--- src/rtl/bit_run_meter.sv ---
// Run-length meter for a 1-bit serial stream: reports value, length and saturation of each run.
// Optional RUN_STATS_EN adds max_len, the longest run reported since reset.
module bit_run_meter #(
  parameter int unsigned CNT_W = 8
) (
  input  logic             clk,
  input  logic             rst_n,
  input  logic             sample_en,
  input  logic             data_in,
  input  logic             flush,
  output logic             run_vld,
  output logic             run_val,
  output logic [CNT_W-1:0] run_len,
  output logic             run_ovf,
`ifdef RUN_STATS_EN
  output logic [CNT_W-1:0] max_len,
`endif
  output logic             busy
);

  localparam logic [CNT_W-1:0] CNT_MAX = {CNT_W{1'b1}};
  localparam logic [CNT_W-1:0] CNT_ONE = CNT_W'(1);

  typedef enum logic {
    S_IDLE = 1'b0,
    S_RUN  = 1'b1
  } state_e;

  state_e           state_q, state_d;
  logic             cur_val_q, cur_val_d;
  logic [CNT_W-1:0] cnt_q, cnt_d;
  logic             run_vld_q, run_vld_d;
  logic             run_val_q, run_val_d;
  logic [CNT_W-1:0] run_len_q, run_len_d;
  logic             run_ovf_q, run_ovf_d;
  logic             busy_q, busy_d;
  logic             report;
`ifdef RUN_STATS_EN
  logic [CNT_W-1:0] max_len_q, max_len_d;
`endif

  // State and output registers
  always_ff @(posedge clk or negedge rst_n) begin
    if (!rst_n) begin
      state_q   <= S_IDLE;
      cur_val_q <= 1'b0;
      cnt_q     <= '0;
      run_vld_q <= 1'b0;
      run_val_q <= 1'b0;
      run_len_q <= '0;
      run_ovf_q <= 1'b0;
      busy_q    <= 1'b0;
`ifdef RUN_STATS_EN
      max_len_q <= '0;
`endif
    end else begin
      state_q   <= state_d;
      cur_val_q <= cur_val_d;
      cnt_q     <= cnt_d;
      run_vld_q <= run_vld_d;
      run_val_q <= run_val_d;
      run_len_q <= run_len_d;
      run_ovf_q <= run_ovf_d;
      busy_q    <= busy_d;
`ifdef RUN_STATS_EN
      max_len_q <= max_len_d;
`endif
    end
  end

  // Next-state, run counting and report generation
  always_comb begin
    state_d   = state_q;
    cur_val_d = cur_val_q;
    cnt_d     = cnt_q;
    run_vld_d = 1'b0;
    run_val_d = run_val_q;
    run_len_d = run_len_q;
    run_ovf_d = run_ovf_q;
    report    = 1'b0;

    case (state_q)
      S_IDLE: begin
        if (sample_en) begin
          cur_val_d = data_in;
          cnt_d     = CNT_ONE;
          state_d   = S_RUN;
        end
      end
      S_RUN: begin
        // Flush wins; a bit sampled on the same edge is dropped
        if (flush) begin
          report  = 1'b1;
          cnt_d   = '0;
          state_d = S_IDLE;
        end else if (sample_en) begin
          if (data_in == cur_val_q) begin
            if (cnt_q != CNT_MAX) cnt_d = cnt_q + CNT_ONE;
          end else begin
            report    = 1'b1;
            cur_val_d = data_in;
            cnt_d     = CNT_ONE;
          end
        end
      end
      default: begin
        state_d = S_IDLE;
      end
    endcase

    if (report) begin
      run_vld_d = 1'b1;
      run_val_d = cur_val_q;
      run_len_d = cnt_q;
      run_ovf_d = (cnt_q == CNT_MAX);
    end

    busy_d = (state_d == S_RUN);
  end

`ifdef RUN_STATS_EN
  // Longest reported run, tracked alongside the report itself
  always_comb begin
    max_len_d = max_len_q;
    if (report && (cnt_q > max_len_q)) max_len_d = cnt_q;
  end

  assign max_len = max_len_q;
`endif

  assign run_vld = run_vld_q;
  assign run_val = run_val_q;
  assign run_len = run_len_q;
  assign run_ovf = run_ovf_q;
  assign busy    = busy_q;

endmodule

--- config.mk ---
export PLATFORM = sky130hd
export DESIGN_NAME = bit_run_meter
export DESIGN_NICKNAME = d
export VERILOG_FILES = /design/src/rtl/bit_run_meter.sv
export SDC_FILE = /design/constraint.sdc
export NUM_CORES = 1
export LEC_CHECK = 0
export ABC_AREA = 1
export ABC_CLOCK_PERIOD_IN_PS = 1800
export CORE_MARGIN = 2
export CORE_UTILIZATION = 41
export DETAILED_ROUTE_END_ITERATION = 6
export PLACE_DENSITY = 0.63
export SLEW_MARGIN = 15
export SYNTH_ARGS = -nofsm -noshare
export SYNTH_HDL_FRONTEND = slang
export SYNTH_SLANG_ARGS = --single-unit
export TNS_END_PERCENT = 100
--- constraint.sdc ---
create_clock -name clk -period 1.8 [get_ports clk]
set_clock_uncertainty 0.05 [all_clocks]
set_input_delay 0.36 -clock clk [delete_from_list [all_inputs] [get_ports clk]]
set_output_delay 0.36 -clock clk [all_outputs]
set_load 0.02 [all_outputs]
; Yosys cells after proc, flatten, opt, wreduce, memory -nomap -nowiden
; Cells that the tools add are included.
[totals]
reg_bits = 21
n_memories = 0
ramBits = 0
wordCells = 39
rom_bits = 0
out_inout_bits = 12
latch_bits = 0
[classes]
n_reduce_logical = 2
muxes = 19
div_mod_pow = 0
add_sub_neg = 1
multipliers = 0
bitwise = 1
n_eq_ne = 9
n_shift = 0
n_lt_le_gt_ge = 0
[op_table]
columns = operator, count
row1 = 2-to-1 mux 8 bit, 5
row2 = case mux 8 bit (2 select lines), 1
row3 = 2-to-1 mux 1 bit, 11
row4 = adder 8 x 1 -> 8 bit (second input constant), 1
row5 = equality test 8 bit (second input constant), 1
row6 = inequality test 2 bit (second input constant), 4
row7 = inequality test 8 bit (second input constant), 1
row8 = inequality test 4 x 3 -> 1 bit (second input constant), 1
row9 = case mux 1 bit (2 select lines), 2
row10 = AND reduction 4 bit, 1
row11 = inequality test 3 bit (second input constant), 1
row12 = AND reduction 3 bit, 1
row13 = equality test 1 bit, 1
row14 = NOT 1 bit, 1

; Logic depth before layout (Yosys ltp)
[depth]
word_depth = 6
ltp_mapped = 9
depth_no_buf = 9

; Worst setup path before layout
; No wires, ideal clock.
[synth_timing]
path_type = reg2reg
startpoint = register cnt_q[0]
endpoint = register cnt_q[5]
setup_ps = 119
path_buffers = 1
path_stages_with_launch = 10
slack_ps = 384
required_ps = 1631
arrival_ps = 1247
cell_sequence = dfrtp_1 -> ha_1 -> nand2_2 -> nor2_2 -> nand2_1 -> nor2_2 -> nor2_2 -> buf_6 -> nand3_1 -> nand2_1
[synth_via]
elab_chain_len = 6
elab_cells_between_ends = 9
cone_classes = add/sub: 1 / eq/ne: 2 / mux: 5 / reduce/logical: 1
[synth_rtl]
columns = element, line_no
row1 = start: declaration, 31  ; logic [CNT_W-1:0] cnt_q, cnt_d;
row2 = start signal: assignment, 59  ; cnt_q <= cnt_d;
row3 = adder 8 x 1 -> 8 bit, 98  ; if (cnt_q != CNT_MAX) cnt_d = cnt_q + CNT_ONE;
row4 = 2-to-1 mux 8 bit, 98
row5 = 2-to-1 mux 8 bit, 97  ; if (data_in == cur_val_q) begin
row6 = 2-to-1 mux 8 bit, 96  ; end else if (sample_en) begin
row7 = 2-to-1 mux 8 bit, 92  ; if (flush) begin
row8 = case mux 8 bit (2 select lines), 82  ; case (state_q)
; Several ways; a longest one is shown, not always the timed one. The select of a mux whose other input is x is not followed.
; A chain may end at the register's enable or synchronous reset.

; Worst setup path in the final report
[layout_timing]
startpoint = register busy_q (netlist: busy)
endpoint = output busy
[layout_lines]
columns = element, line_no
row1 = start: declaration, 36  ; logic busy_q, busy_d;
row2 = start signal: assignment, 64  ; busy_q <= busy_d;
row3 = end: declaration, 18  ; output logic busy
; No word-level cell between the ends.

==> impl_metrics.env <==
export IMPL_p_clk_frac=0.221
export IMPL_path_class="register to output pin"
export IMPL_seq_area_um2=527
export IMPL_synth_top_family_by_area="simple AND/OR/NAND/NOR gates"
export IMPL_placed_area_um2=1350
export IMPL_max_freq_mhz=589
export IMPL_synthTopCellsByArea="dfrtp_1 48%, nand2_1 13%, inv_1 8.2%"
export IMPL_cts_tree="done"
export IMPL_grt_overflow=0
export IMPL_synth_xor_xnor_area_share=0
export IMPL_cpPeakStageDelay_ns=0.62
export IMPL_grt_pass1_vias=877
export IMPL_seq_area_frac_synth=0.477
export IMPL_p_int_uw=700
export IMPL_cp_depth=1
export IMPL_crit_slowest_cell="clkdlybuf4s50_1"
export IMPL_num_vias=924
export IMPL_clockRootBuffer="clkbuf_4"
export IMPL_path_clk_slew_ns=0.11
export IMPL_place_gp_congestion=0.846
export IMPL_rsz0062_at_grt="false"
export IMPL_finalNonFillerCells=195
export IMPL_cp_cell_sequence="clkdlybuf4s50_1"
export IMPL_drv_slew=0
export IMPL_rr_startpoint="cnt_q[1]$_DFFE_PN0P_"
export IMPL_ant_nets=0
export IMPL_clockBufferDepth=2
export IMPL_wl_um=2080
export IMPL_coreArea_um2=2520
export IMPL_synth_top_area_frac=0.477
export IMPL_syn_instance_count=139
export IMPL_yosys_area_share_adder=0.0114
export IMPL_crit_buf_inv=1
export IMPL_crit_fanout=2
export IMPL_reg2reg_slack_ns=0.20
export IMPL_status="finished clean"
export IMPL_synthesis_area_um2=1100
export IMPL_seqPwrFrac=0.528
export IMPL_cap_violations=0
export IMPL_p_sw_uw=290
export IMPL_syn_avg_cell_area_um2=7.93
export IMPL_grt_max_degree=22
export IMPL_num_fill_cells=256
export IMPL_fin_nets=172
export IMPL_worstSetupEndpoint="busy"
export IMPL_combPwrFrac=0.250
export IMPL_drtIter0Drc=30
export IMPL_layout_drive_gt1_share=0.152
export IMPL_synth_seq_cells=21
export IMPL_crit_family="buffers and inverters"
export IMPL_min_period_ns=1.70
export IMPL_synthesis_nets=145
export IMPL_cp_start_kind="register"
export IMPL_period_share=0.943
export IMPL_antenna_cells=0
export IMPL_start_util=0.437
export IMPL_rows=18
export IMPL_yosys_area_share_simple=0.293
export IMPL_finalSetupTns_ns=0
export IMPL_vias_per_cell=4.74
export IMPL_antenna_found_initial=0
export IMPL_synthMuxAreaShare=0
export IMPL_cts_sinks=21
export IMPL_leakagePower_nw=0.647
export IMPL_tightest_slew_ns=0.280
export IMPL_hold_buffers=0
export IMPL_dp_cells=191
export IMPL_slew_headroom=0.813
export IMPL_reg2regPathDepth=9
export IMPL_multiInputGateArea_um2=460
export IMPL_hpwl_um=1610
export IMPL_grt_pass1_wl_um=3820
export IMPL_peakVddDrop_mv=0.600
export IMPL_ioPinCount=17
export IMPL_dr_pass1_iters=4
export IMPL_die_area_um2=3120
export IMPL_synth_cell_types=22
export IMPL_syn_to_final_growth_pct=25.3
export IMPL_cts_max_level=1
export IMPL_timing_rr_end="cnt_q[7]$_DFFE_PN0P_"
export IMPL_wire_per_inst_um=10.7
export IMPL_worstPathRequired_ns=1.39
export IMPL_synth_compound_area_share=0.114
export IMPL_hold_viol_final=0
export IMPL_end_kind="output pin"
export IMPL_final_common_cell="nand2_1"
export IMPL_mostFrequentLayoutCells="37 x nand2_1, 24 x inv_1, 20 x dfrtp_1, 16 x clkdlybuf4s50_1, 12 x nand3_1"
export IMPL_worstSetupStartpoint="busy$_DFF_PN0_"
export IMPL_chipWidth_um=55.9
export IMPL_ys_warn_count=0
export IMPL_finalSetupViolations=0
export IMPL_swShare=0.293
export IMPL_cts_buffers=3
export IMPL_final_area_um2=1380
export IMPL_hold_path_class="input pin to asynchronous set/reset pin"
export IMPL_fp_dieH_um=55.9
export IMPL_drc=0
export IMPL_track_usage=0.156
export IMPL_portBuffers=16
export IMPL_p_per_area_nw_per_um2=717
export IMPL_arrival_ns=1.29
export IMPL_synth_top_area_cell="dfrtp_1"
export IMPL_clk_latency_ns=0.30
## synthesized netlist by cell type
cell type  count
nand2_1       37
nor3_1         2
o21bai_1       2
nand2_2        3
o21ai_1        2
o21ai_0       10
inv_1         24
a21oi_1        1
buf_6          1
nand3_1       12
buf_4          2
nand3b_2       1
ha_1           1
nand3_2        1
nand4_1        1
nor2_2         3
o21ai_2        2
nor2_1        10
dfrtp_1       21
o22ai_1        1
o31ai_4        1
nand2_4        1
## through the flow
step,worst slack [ns],util,hold slack (ns),total power [mW]
6_report,0.103,0.548,0.353,0.990
3_5_place_dp,-0.00527,0.537,0.455,0.782
4_1_cts,0.0720,0.547,0.348,1.01
3_3_place_gp,0.0302,0.537,0.450,0.779
2_1_floorplan,0.384,-,0.0144,0.666
5_1_grt,0.0221,0.548,0.356,1.06
## metal layers
metal / part of all wire / track usage
met4: 0.027 / 0.102
met5: 0 / 0
met1: 0.48 / 0.198
met3: 0.061 / 0.0326
met2: 0.43 / 0.240
## registers in the layout (all words and copies together), names as in the netlist
| signal | count |
|---|---|
| run_ovf | 1 |
| busy | 1 |
| cur_val_q | 1 |
| run_val | 1 |
| cnt_q | 8 |
| run_len | 8 |
| run_vld | 1 |
## worst min-delay path by stage
stage                                startpoint                     to  slack (ns)  cells after the start
after floorplan                           rst_n         busy$_DFF_PN0_        0.01                      0
after global placement    cur_val_q$_DFFE_PN0P_    run_val$_DFFE_PN0P_        0.45                      2
after detailed placement  cur_val_q$_DFFE_PN0P_    run_val$_DFFE_PN0P_        0.45                      2
after CTS                                 rst_n  cur_val_q$_DFFE_PN0P_        0.35                      2
after global routing                      rst_n  cur_val_q$_DFFE_PN0P_        0.36                      2
final                                     rst_n   cnt_q[0]$_DFFE_PN0P_        0.35                      2
## repair_timing
item,4_1_cts,5_1_grt
buffers inserted,0,0
gates resized for setup,0,1
endpoints found under the setup margin,0,5
## logic make-up (layout without fill, tap and decap cells)
group,count (synthesis),in the layout
simple gates,71,71
buf+inv,27,53
flops,21,21
compound gates,19,19
fa+ha+maj,1,1
## layout make-up
class	instances	area share
multi-input cells	91	0.333
well taps	30	0.0272
inverters	24	0.0652
flip-flops and latches	21	0.381
repair buffers	25	0.174
clock buffers	4	0.0190
## power by group through the flow
| stage | sequential (mW) | combinational [mW] | clock, mW |
|---|---|---|---|
| finish | 0.523 | 0.248 | 0.219 |
| floorplan | 0.562 | 0.103 | 0 |
| CTS | 0.523 | 0.251 | 0.232 |
| global route | 0.530 | 0.275 | 0.254 |
| detailed placement | 0.533 | 0.250 | 0 |
| global placement | 0.532 | 0.247 | 0 |
(Power assumes the default switching activity.)
